## src/rtl/cpu_defs_pkg.sv

```systemverilog
// Shared CPU front-end definitions: fetch-buffer entry layout and the reset PC.
package cpu_defs;

    typedef struct packed {
        logic [31:0] pc;
        logic [31:0] inst;
    } fifo_entry_t;

    localparam logic [31:0] RESET_PC = 32'hbfc00000;

endpackage

```

## src/rtl/inst_fifo_perf.sv

```systemverilog
// Free-running stall/empty cycle counters for the instruction fetch buffer.
// Instantiated by inst_fifo only when INST_FIFO_PERF_EN is defined.
module inst_fifo_perf (
    input  logic        clk,
    input  logic        rst,
    input  logic        i_full,
    input  logic        i_empty,
    output logic [31:0] o_stall_full_cycles,
    output logic [31:0] o_empty_cycles
);

    logic [31:0] r_stall_full_cycles;
    logic [31:0] r_empty_cycles;

    // Counters wrap naturally at 2^32 and are deliberately untouched by flush.
    always_ff @(posedge clk or posedge rst) begin
        if (rst) begin
            r_stall_full_cycles <= '0;
            r_empty_cycles      <= '0;
        end else begin
            if (i_full)
                r_stall_full_cycles <= r_stall_full_cycles + 32'd1;
            if (i_empty)
                r_empty_cycles <= r_empty_cycles + 32'd1;
        end
    end

    assign o_stall_full_cycles = r_stall_full_cycles;
    assign o_empty_cycles      = r_empty_cycles;

endmodule

```

## src/rtl/inst_fifo.sv

```systemverilog
// Dual-write / dual-read instruction fetch buffer between fetch and decode.
// Optional perf counters are enabled with `define INST_FIFO_PERF_EN.
module inst_fifo
    import cpu_defs::*;
#(
    parameter int unsigned DEPTH = 16
) (
    input  logic                     clk,
    input  logic                     rst,
    input  logic                     flush,
    input  logic                     F_inst_data_ok1,
    input  logic                     F_inst_data_ok2,
    input  logic [31:0]              F_inst1,
    input  logic [31:0]              F_inst2,
    input  logic [31:0]              F_pc1,
    input  logic [31:0]              F_pc2,
    input  logic                     D_read_en1,
    input  logic                     D_read_en2,
    output logic                     D_valid1,
    output logic                     D_valid2,
    output logic [31:0]              D_inst1,
    output logic [31:0]              D_inst2,
    output logic [31:0]              D_pc1,
    output logic [31:0]              D_pc2,
    output logic                     D_fifo_full,
    output logic [$clog2(DEPTH):0]   count
`ifdef INST_FIFO_PERF_EN
    ,
    output logic [31:0]              stall_full_cycles,
    output logic [31:0]              empty_cycles
`endif
);

    localparam int unsigned PW = $clog2(DEPTH);
    localparam int unsigned CW = PW + 1;
    localparam int unsigned SW = CW + 1;

    fifo_entry_t     r_mem [DEPTH];
    logic [PW-1:0]   r_head;
    logic [PW-1:0]   r_tail;
    logic [CW-1:0]   r_count;

    logic [1:0]      w_wr_n;
    logic [1:0]      w_rd_n;
    logic [1:0]      w_wr_eff;
    logic [SW-1:0]   w_sum;
    logic [PW-1:0]   w_head1;
    logic [PW-1:0]   w_tail1;
    fifo_entry_t     w_e1;
    fifo_entry_t     w_e2;

    // Transfer counts; the overflow guard drops the whole write, never half of it.
    always_comb begin
        w_wr_n = 2'd0;
        w_rd_n = 2'd0;
        if (F_inst_data_ok1)
            w_wr_n = F_inst_data_ok2 ? 2'd2 : 2'd1;
        if (D_read_en1 && D_read_en2 && (r_count >= CW'(2)))
            w_rd_n = 2'd2;
        else if (D_read_en1 && (r_count >= CW'(1)))
            w_rd_n = 2'd1;
        w_sum    = SW'(r_count) + SW'(w_wr_n) - SW'(w_rd_n);
        w_wr_eff = (w_sum <= SW'(DEPTH)) ? w_wr_n : 2'd0;
    end

    assign w_head1 = r_head + PW'(1);
    assign w_tail1 = r_tail + PW'(1);

    always_ff @(posedge clk or posedge rst) begin
        if (rst) begin
            r_head  <= '0;
            r_tail  <= '0;
            r_count <= '0;
        end else if (flush) begin
            r_head  <= '0;
            r_tail  <= '0;
            r_count <= '0;
        end else begin
            r_head  <= r_head + PW'(w_rd_n);
            r_tail  <= r_tail + PW'(w_wr_eff);
            r_count <= r_count + CW'(w_wr_eff) - CW'(w_rd_n);
        end
    end

    // Storage array carries no reset; occupancy alone decides what is valid.
    always_ff @(posedge clk) begin
        if (!flush && (w_wr_eff != 2'd0))
            r_mem[r_tail] <= '{pc: F_pc1, inst: F_inst1};
        if (!flush && (w_wr_eff == 2'd2))
            r_mem[w_tail1] <= '{pc: F_pc2, inst: F_inst2};
    end

    assign w_e1 = r_mem[r_head];
    assign w_e2 = r_mem[w_head1];

    assign D_valid1    = (r_count >= CW'(1));
    assign D_valid2    = (r_count >= CW'(2));
    assign D_inst1     = D_valid1 ? w_e1.inst : 32'd0;
    assign D_pc1       = D_valid1 ? w_e1.pc   : 32'd0;
    assign D_inst2     = D_valid2 ? w_e2.inst : 32'd0;
    assign D_pc2       = D_valid2 ? w_e2.pc   : 32'd0;
    assign D_fifo_full = (r_count > CW'(DEPTH - 2));
    assign count       = r_count;

`ifdef INST_FIFO_PERF_EN
    inst_fifo_perf u_perf (
        .clk                 (clk),
        .rst                 (rst),
        .i_full              (D_fifo_full),
        .i_empty             ((r_count == CW'(0)) && !flush),
        .o_stall_full_cycles (stall_full_cycles),
        .o_empty_cycles      (empty_cycles)
    );
`endif

endmodule
```

## config.mk

```make
export PLATFORM = sky130hd
export DESIGN_NAME = inst_fifo
export DESIGN_NICKNAME = d
export VERILOG_FILES = /design/src/rtl/cpu_defs_pkg.sv /design/src/rtl/inst_fifo_perf.sv /design/src/rtl/inst_fifo.sv
export SDC_FILE = /design/constraint.sdc
export NUM_CORES = 2
export LEC_CHECK = 0
export CAP_MARGIN = 30
export CORE_MARGIN = 5
export CORE_UTILIZATION = 52
export CTS_BUF_LIST = sky130_fd_sc_hd__clkbuf_2
export DETAILED_ROUTE_END_ITERATION = 12
export PLACE_DENSITY = 0.78
export SYNTH_ARGS = -nofsm -noshare
export SYNTH_HDL_FRONTEND = slang
export SYNTH_SLANG_ARGS = --single-unit
```

## constraint.sdc

```tcl
create_clock -name clk -period 19.1 [get_ports clk]
set_input_delay 2.865 -clock clk [delete_from_list [all_inputs] [get_ports clk]]
set_output_delay 2.865 -clock clk [all_outputs]
set_load 0.01 [all_outputs]
```

==> metrics.md <==
| Metric | Value |
|---|---|
| Worst Max-Slew Pin Slew | `around 1100 ps` |
| Unrepaired setup endpoints after global routing | `false` |
| CP Launch Type | `register` |
| CTS tree | `done` |
| DIE HEIGHT | `353.6 um` |
| Clock network power share | `19.3%` |
| Pin count of the biggest net entering global routing | `roughly 150` |
| Worst-Skew Late Latency | `between 1500 and 2000 ps` |
| Yosys cell types | `48` |
| Syn Nets | `3,712` |
| Wirelength per Cell | `roughly 34 um` |
| DRT met1 WL | `between 60,000 and 70,000 um` |
| Slew margin rel. | `27.21%` |
| Synth top area share | `about half` |
| CTS buffer count | `roughly 300` |
| Yosys reg bits | `roughly 1,000` |
| Layout cells sized above 1 | `51.27%` |
| Sequential share of power | `between 30% and 40%` |
| First-pass GRT wire length | `between 200,000 and 300,000 um` |
| Cell Int Power | `around 0.005 W` |
| Syn-to-layout area delta | `10.11%` |
| Final Setup Violations | `0` |
| Core area | `roughly 120,000 um^2` |
| Sink Count | `approximately 1,000` |
| Buf+Inv Stages, Crit Path | `4` |
| Worst hold slack | `between 700 and 800 ps` |
| Cell accounting for the most synthesized area | `edfxtp_1` |
| Comb power frac | `47.3%` |
| Switch Pwr | `about 0.0029 W` |
| Crit-path leading delay family | `buffers and inverters` |
| DRC errors left | `0` |
| Placed cell count | `~5,000` |
| Root buffer cell | `clkbuf_2` |
| Buffers added on ports | `270` |
| Clock Skews | `around 110 ps` |
| Switch share | `36.33%` |
| Peak supply drop | `about 0.14 mV` |
| Register area share after synthesis | `approximately half` |
| Most common cell after layout, fill and taps aside | `edfxtp_1` |
| Drt via density | `6.935` |
| Layout Nets | `around 4,000` |
| Leak Pwr | `21.82 nW` |
| Vias in the first global route | `between 30,000 and 40,000` |
| Post-synth top flop | `edfxtp_1` |
| Met2 WL | `between 80,000 and 90,000 um` |
| EDFF count, synth | `1,024` |
| Final GP Congestion | `0.7995` |
| Vias | `about 38,000` |
| Status | `completed` |
| Ports | `271` |
| CP required | `around 16,000 ps` |
| Cell Pwr Density | `~120 nW/um^2` |
| Max Buffers Root-to-Sink | `4` |
| Syn Area/Cell | `17.28 um^2` |
| # rows | `roughly 130` |
| Top layer in use | `met5` |
| H-Tree Depth | `5` |
| Synth area leaders | `edfxtp_1 50%, mux4_2 21%, mux2_2 16%` |
| Starting density of the core | `approximately 52%` |
| Total GRT Usage | `between 20% and 30%` |
| Initial antenna violation count | `32` |
| Fin crit period | `around 9600 ps` |
| Worst endpoint data arrival time | `around 6800 ps` |
| Antenna viol nets, final | `0` |
| Post-CTS Setup Inserts | `0` |
| Pins Over Slew Limit | `0` |
| DRT iter0 DRCs | `approximately 4,800` |
| Most frequent cells in the layout | `1,024 x edfxtp_1, 879 x mux2_2, 576 x mux4_2` |
| Crit path largest cell delay | `approximately 1000 ps` |
| Critical path's slowest cell | `dfrtp_4` |
| Grt ovf | `0` |
| Peak Freq | `between 0.1 and 0.15 GHz` |
| Post-route insts no fill | `~5,500` |
| Post-synthesis cell area | `around 61,000 um^2` |
| DR WL met3 | `approximately 22,000 um` |
| Post-CTS Hold Buffers | `0` |
| Placed wire-length estimate | `a little under 100,000 um` |
| Setup TNS | `0 ps` |
| Crit Path Category | `register to output pin` |
| Post-CTS sizing | `0` |
| Die width | `~350 um` |
| Fin crit share | `between 50% and 60%` |
| Worst path cell trace | `buf_12, buf_4, buf_4, mux4_2, nor2b_1, a211oi_1, a211oi_1, clkdlybuf4s50_1` |
| Async SR Flop Fraction | `about 1.3%` |
| Crit path capture type | `output pin` |
| Hold Crit Class | `register to register` |
| Clock-pin slew on the worst setup and hold paths | `~90 ps` |
| DR pass1 iterations | `5` |
| DIE AREA | `125,100 um^2` |
| Critical-path maximum fanout | `150` |
| Hold Vio Cnt, Final | `0` |
| Syn. warnings | `0` |
| Post-synthesis cell count | `between 3,000 and 4,000` |
| Max-cap violation count | `0` |
| Final wirelength | `approximately 190,000 um` |
-- area by class of cell --
type	count	area (um^2)
clock buffer	420	2102
inverter	16	60.06
multi-input combinational	2087	28490
sequential	1037	31090
antenna	26	65.06
fill	9110	50000
timing repair buffer	374	3666
clock inverter	49	215.2
tap	1536	1922
-- cell families after synthesis --
group / share of synthesized area, %
AOI/OAI and AO/OA: 2.282
xor gates and xnor gates: 0.1569
adders and majority gates: 0.5420
buffers and inverters: 3.346
DFF: 50.61
muxes: 40.97
and+or+nand+nor: 2.095
-- state kept, by name, indices dropped and copies added, names as in the netlist --
name and cells:
r_mem 1024, count 5, r_head 4, r_tail 4
-- worst reg2reg max path, stage by stage (launching register included) --
cell,delay [ps]
dfrtp_1,470
inv_1,160
ha_1,170
and3_4,760
nand2b_4,300
and3_1,320
ha_1,300
inv_1,40
ha_1,200
fa_1,470
a21oi_1,210
o21bai_2,110
xor2_2,160
buf_4,260
o211ai_4,600
buf_4,590
buf_4,760
mux2_2,430
-- stage by stage --
| stage | setup WS, ps | area, um^2 | util, % | total power [W] |
|---|---|---|---|---|
| finish | 9461 | 67610 | 57.48 | 0.007944 |
| global route | 8946 | 67580 | 57.46 | 0.008310 |
| CTS | 9131 | 67440 | 57.35 | 0.007962 |
| detailed placement | 10780 | 65130 | 55.38 | 0.006439 |
| global placement | 10760 | 65020 | 55.28 | 0.006412 |
| floorplan | 6739 | 61400 | - | 0.005119 |
-- power by group through the flow --
| stage | Clock, W | Combinational (W) | Sequential [W] |
|---|---|---|---|
| floorplan | 0 | 0.00245 | 0.00267 |
| global placement | 0 | 0.00369 | 0.00272 |
| detailed placement | 0 | 0.00371 | 0.00273 |
| CTS | 0.00156 | 0.00373 | 0.00268 |
| global route | 0.00169 | 0.00396 | 0.00266 |
| finish | 0.00153 | 0.00376 | 0.00265 |
-- layer usage --
| metal | vias up | track usage [%] |
|---|---|---|
| li1 | 15420 | - |
| met1 | 19950 | 38.24 |
| met2 | 2645 | 47.01 |
| met3 | 419 | 7.964 |
| met4 | 14 | 13.12 |
| met5 | - | 0 |
-- Yosys cell counts (all sizes together), types with 5 or more instances --
| library cell | number |
|---|---|
| a211oi | 131 |
| a21oi | 12 |
| and2 | 64 |
| buf | 178 |
| clkbuf | 236 |
| dfrtp | 13 |
| edfxtp | 1024 |
| fa | 6 |
| ha | 17 |
| inv | 16 |
| mux2 | 1025 |
| mux2i | 64 |
| mux4 | 576 |
| nand2 | 10 |
| nand3 | 7 |
| nor2 | 31 |
| nor2b | 73 |
| nor3 | 11 |
| o211ai | 13 |
| o21ai | 6 |
| xnor2 | 6 |
| xor2 | 5 |
-- final timing paths --
path                            startpoint           end  slack (ps)  cells after the start
worst max register to register    count[4]  r_mem[5][30]       12530                     17
min in group asynchronous              rst     r_tail[3]        1730                      2
worst max-delay path             r_head[0]      D_pc2[6]        9460                      8
worst min register to register   r_tail[3]     r_tail[3]         750                      2
worst min-delay path             r_tail[3]     r_tail[3]         750                      2
max in group asynchronous              rst     r_head[0]       16870                      2
Power figures use the tool's default switching activity.
